File: src/rtl/serv_bufreg_seq.sv
// serv_bufreg_seq
// Sequences the buffer-register datapath of the bit/nibble-serial core through
// an init phase, an optional wait (memory) or delay (shift) phase and an
// execute phase. One operation is accepted at a time from IDLE.
//
// Ports:
//   i_clk, i_rst              clock (rising edge), async active-high reset
//   i_start                   start request, sampled only in IDLE
//   i_op                      00 ADDR, 01 MEM, 10 SLL, 11 SR
//   i_sh_signed, i_shamt      shift controls, latched at start
//   i_dbus_ack                data-bus acknowledge, sampled only in WAIT
//   o_busy, o_done            activity flag and one-cycle completion pulse
//   o_en, o_init              buffer register enable and init-phase flag
//   o_cnt0, o_cnt1            first / second cycle of an enabled phase
//   o_shift_op, o_right_shift_op, o_sh_signed   latched op decode
//   o_shift_counter_lsb       low shift-amount bits for the buffer register
//   o_dbus_cyc                data-bus request
module serv_bufreg_seq #(
    parameter int BITS_PER_CYCLE = 1,
    parameter int LB             = $clog2(BITS_PER_CYCLE)
) (
    input  logic          i_clk,
    input  logic          i_rst,
    input  logic          i_start,
    input  logic [1:0]    i_op,
    input  logic          i_sh_signed,
    input  logic [4:0]    i_shamt,
    input  logic          i_dbus_ack,
    output logic          o_busy,
    output logic          o_done,
    output logic          o_en,
    output logic          o_init,
    output logic          o_cnt0,
    output logic          o_cnt1,
    output logic          o_shift_op,
    output logic          o_right_shift_op,
    output logic          o_sh_signed,
    output logic [LB:0]   o_shift_counter_lsb,
    output logic          o_dbus_cyc
);

    localparam int CW = 5 - LB;

    localparam logic [1:0] OP_ADDR = 2'b00;
    localparam logic [1:0] OP_MEM  = 2'b01;
    localparam logic [1:0] OP_SR   = 2'b11;

    typedef enum logic [2:0] {
        IDLE,
        INIT,
        WAIT,
        SHDLY,
        EXEC
    } state_t;

    state_t          state_q, state_d;
    logic [CW-1:0]   cnt_q, cnt_d;
    logic            done_q, done_d;
    logic [1:0]      op_q, op_d;
    logic [4:0]      shamt_q, shamt_d;
    logic            signed_q, signed_d;

    logic            last_cnt;
    logic [CW-1:0]   dly_len;

    // A phase is N = 2^CW cycles long, so its last cycle is the all-ones count.
    assign last_cnt = &cnt_q;
    // The upper shift-amount bits become whole idle cycles; the lower bits
    // are handled inside the buffer register via o_shift_counter_lsb.
    assign dly_len  = shamt_q[4:LB];

    always_comb begin
        state_d  = state_q;
        cnt_d    = cnt_q;
        done_d   = 1'b0;
        op_d     = op_q;
        shamt_d  = shamt_q;
        signed_d = signed_q;
        case (state_q)
            IDLE: begin
                cnt_d = '0;
                if (i_start) begin
                    state_d  = INIT;
                    op_d     = i_op;
                    shamt_d  = i_shamt;
                    signed_d = i_sh_signed;
                end
            end
            INIT: begin
                cnt_d = cnt_q + CW'(1);
                if (last_cnt) begin
                    cnt_d = '0;
                    if (op_q == OP_ADDR) begin
                        state_d  = IDLE;
                        done_d   = 1'b1;
                        op_d     = '0;
                        shamt_d  = '0;
                        signed_d = 1'b0;
                    end else if (op_q == OP_MEM) begin
                        state_d = WAIT;
                    end else if (dly_len != '0) begin
                        state_d = SHDLY;
                    end else begin
                        state_d = EXEC;
                    end
                end
            end
            WAIT: begin
                cnt_d = '0;
                if (i_dbus_ack) begin
                    state_d = EXEC;
                end
            end
            SHDLY: begin
                cnt_d = cnt_q + CW'(1);
                if (cnt_q == dly_len - CW'(1)) begin
                    cnt_d   = '0;
                    state_d = EXEC;
                end
            end
            EXEC: begin
                cnt_d = cnt_q + CW'(1);
                if (last_cnt) begin
                    cnt_d    = '0;
                    state_d  = IDLE;
                    done_d   = 1'b1;
                    op_d     = '0;
                    shamt_d  = '0;
                    signed_d = 1'b0;
                end
            end
            default: begin
                state_d = IDLE;
                cnt_d   = '0;
            end
        endcase
    end

    always_ff @(posedge i_clk or posedge i_rst) begin
        if (i_rst) begin
            state_q  <= IDLE;
            cnt_q    <= '0;
            done_q   <= 1'b0;
            op_q     <= '0;
            shamt_q  <= '0;
            signed_q <= 1'b0;
        end else begin
            state_q  <= state_d;
            cnt_q    <= cnt_d;
            done_q   <= done_d;
            op_q     <= op_d;
            shamt_q  <= shamt_d;
            signed_q <= signed_d;
        end
    end

    assign o_busy           = (state_q != IDLE);
    assign o_done           = done_q;
    assign o_en             = (state_q == INIT) || (state_q == EXEC);
    assign o_init           = (state_q == INIT);
    assign o_cnt0           = (cnt_q == '0) && o_en;
    assign o_cnt1           = (cnt_q == CW'(1)) && o_en;
    assign o_dbus_cyc       = (state_q == WAIT);
    // Latched fields are cleared on the way back to IDLE, so these decode to 0 there.
    assign o_shift_op       = op_q[1];
    assign o_right_shift_op = (op_q == OP_SR);
    assign o_sh_signed      = signed_q && (op_q == OP_SR);

    generate
        if (LB > 0) begin : g_lsb
            assign o_shift_counter_lsb = {1'b0, shamt_q[LB-1:0]};
        end else begin : g_no_lsb
            assign o_shift_counter_lsb = '0;
        end
    endgenerate

endmodule
File: config.mk
export PLATFORM = sky130hd
export DESIGN_NAME = serv_bufreg_seq
export DESIGN_NICKNAME = d
export VERILOG_FILES = /design/src/rtl/serv_bufreg_seq.sv
export SDC_FILE = /design/constraint.sdc
export NUM_CORES = 1
export LEC_CHECK = 0
export CORE_MARGIN = 4
export CORE_UTILIZATION = 45
export DETAILED_ROUTE_END_ITERATION = 8
export HOLD_SLACK_MARGIN = 0.12
export PLACE_DENSITY = 0.75
export REMOVE_ABC_BUFFERS = 1
export SLEW_MARGIN = 5
export SYNTH_ARGS = -nofsm -noshare
export SYNTH_HDL_FRONTEND = slang
export SYNTH_SLANG_ARGS = --single-unit
export TNS_END_PERCENT = 100
File: constraint.sdc
create_clock -name i_clk -period 1.95 [get_ports i_clk]
set_input_delay 0.585 -clock i_clk [delete_from_list [all_inputs] [get_ports i_clk]]
set_output_delay 0.585 -clock i_clk [all_outputs]
set_load 0.02 [all_outputs]
==> run metrics <==
Max-cap violations 0; core box area 2276 µm²; syn_area_per_cell 8.689 µm²; P per Cell Area 1549 nW/µm²; clock sinks 17; worst-case clock buffer depth 2; DRC violations left 0; Mapped Cells 127; CP Launch Type flop; Sw Share 42.80%; minimum clock period 2.027 ns; die area 3309 µm²; Syn-to-layout area delta 43.99%; Pint 1.408 mW; ANT cells 0; Synth cell types 39; clk slew on worst S/H paths 0.10 ns; fmax 493.3 MHz; Data required, critical path 1.36 ns; Main synth FF type dfrtp_1; nets 185; Tcrit/Tclk final 104.0%; Post-DP Area 1445 µm²; synthesized cell area 1104 µm²; clock latency on the worst-skew pair 0.31 ns; num rows 17; post-synthesis sequential area ratio 38.55%; Slew Limit Fails 0; yosys warns 0; final setup margin -0.07730 ns; Hold Crit Class flop to flop; setup violators final 4; Clock Skew 0.005310 ns; post-synthesis register bit count 17; kind of critical path flop to output port; layout cell share with drive strength beyond 1 32.93%; Combinational Power Share 68.1%; post-DP HPWL 1.928 mm; crit-path max FO 3; vias in the first global route 983; CP delay by family, top flip-flops; routed via count 1,019; Reg power frac 23.5%; global-route wire length before repair 4.319 mm; CTS tree done; WHS 0.4871 ns; CTS H-tree lvls 1; Layout Utilization 69.82%; # IOs 23; Root Driver clkbuf_4; Worst Setup End Kind output port; TritonCTS Buffers 3; largest stage delay on the critical path 0.43 ns; violated checks negative setup slack; GP Congestion 0.9057; post-route cell area 1589 µm²; status finished, violations left; pin count of the biggest net entering global routing 18; IO Port Bufs 21; Pleak 0.7520 nW; drt initial violations 21; EDFF count, synth 0; Remaining Overflow, GRT 0; power consumption 2.461 mW; Chip Width 57.52 µm; DR pass1 iterations 4; Post-Route WL 2.605 mm; antenna violations before repair 0; drt wl/cell 13.36 µm; CP max stage cell dfrtp_1; via/cell ratio 5.226; die height 57.52 µm; Synth async-reset ratio 100.0%; critical path cell sequence nand2b_4 -> a21o_1 -> inv_2 -> and3_4 -> buf_6; Fin. Hold Viols 0; Bufs and invs on worst path 2; switching pwr 1.053 mW; RSZ-0062 raised after global routing yes; GRT Total Usage 16.82%; antenna-violating nets left 0; Initial Util 48.49%; arrival time at the worst endpoint 1.44 ns; Peak VDD IR 0.9820 mV; Clock power frac 8.4%
## Yosys cell counts (2+ instances only)
| cell | count | area (µm²) |
|---|---|---|
| dfrtp_1 | 17 | 425.4 |
| nor2b_1 | 2 | 12.51 |
| nor4_1 | 2 | 12.51 |
| buf_4 | 2 | 15.01 |
| a31oi_1 | 2 | 12.51 |
| xor2_1 | 3 | 26.28 |
| a21boi_2 | 2 | 22.52 |
| o21ai_0 | 9 | 45.04 |
| ha_1 | 5 | 62.56 |
| o211a_1 | 2 | 20.02 |
| a21oi_1 | 5 | 25.02 |
| buf_2 | 3 | 15.01 |
| nor3_1 | 4 | 20.02 |
| nand2b_1 | 3 | 18.77 |
| xnor2_1 | 5 | 43.79 |
| and3_1 | 4 | 25.02 |
| nand2_1 | 22 | 82.58 |
| mux2i_1 | 2 | 20.02 |
| nor2_1 | 4 | 15.01 |
| inv_1 | 9 | 33.78 |
| clkbuf_1 | 2 | 7.510 |
## cells in the final DEF, fill, tap and decap left out, types with 3 or more instances in the layout
master,n
nand2_1,22
o21ai_0,9
nor2_1,4
buf_6,6
clkbuf_4,3
inv_2,3
clkdlybuf4s50_1,12
buf_4,23
xor2_1,3
dfrtp_1,16
a21oi_2,3
inv_1,6
xnor2_1,5
and3_4,3
## stage by stage
stage                     std cells  TNS [ns]  worst slack [ns]
after global routing            195   -0.7662           -0.1397
after global placement          187   -0.5933           -0.1591
final                           195   -0.2019          -0.07730
after floorplan                 118   -0.9772           -0.1098
after CTS                       194   -0.1228          -0.05990
after detailed placement        187   -0.8628           -0.2097
## timing repair
item,CTS,global route
buffers inserted,3,1
endpoints found under the hold margin,0,0
pin swaps,2,4
resized for setup,45,16
hold buffers,0,0
endpoints found under the setup margin,13,17
## worst paths after layout
check	from	to	slack (ns)	cells after the start
worst min register to register	signed_q	signed_q	0.49	2
min in group asynchronous	i_rst	dly_len[3]	0.59	3
max in group asynchronous	i_rst	state_q[0]	1.16	3
worst max register to register	dly_len[1]	cnt_q[2]	0	7
worst max-delay path	state_q[2]	o_cnt0	-0.08	5
worst min-delay path	signed_q	signed_q	0.49	2
## state kept, by name (all words and copies together), names as in the netlist
name / cells
signed_q: 1
state_q: 3
op_q: 2
dly_len: 5
o_done: 1
cnt_q: 5
## cell families after synthesis
group	synth area share [%]
adders and majority gates	5.669
muxes	1.814
other	0.3398
buffers and inverters	7.935
DFF	38.55
xor gates and xnor gates	6.349
AOI/OAI and AO/OA	18.37
and+or+nand+nor	20.97
## power groups by stage
stage	clock [mW]	sequential [mW]	combinational, mW
after detailed placement	0	0.576	1.44
after CTS	0.203	0.563	1.58
after floorplan	0	0.621	0.781
final	0.206	0.578	1.68
after global placement	0	0.565	1.39
after global routing	0.222	0.597	1.82
## tightest hold or removal path: cells and delay by family, from the launching register on
| kind | cells | cell delay [ns] |
|---|---|---|
| AND/OR/NAND/NOR | 1 | 0.04 |
| AO/OA/AOI/OAI | 1 | 0.06 |
| flip-flops | 1 | 0.35 |
## per-layer routing
metal	wire [µm]	global-route usage [%]
met2	1293	28.71
met1	1110	21.14
met3	146	3.394
met4	56	5.298
met5	0	0
## final cells by class
| class | count | area, µm² |
|---|---|---|
| tap | 28 | 35.03 |
| fill | 165 | 686.9 |
| inverter | 9 | 33.78 |
| multi-input combinational | 92 | 674.4 |
| timing repair buffer | 45 | 392.9 |
| clock buffer | 4 | 26.28 |
| sequential | 17 | 426.7 |
Power figures use the tool's default switching activity.
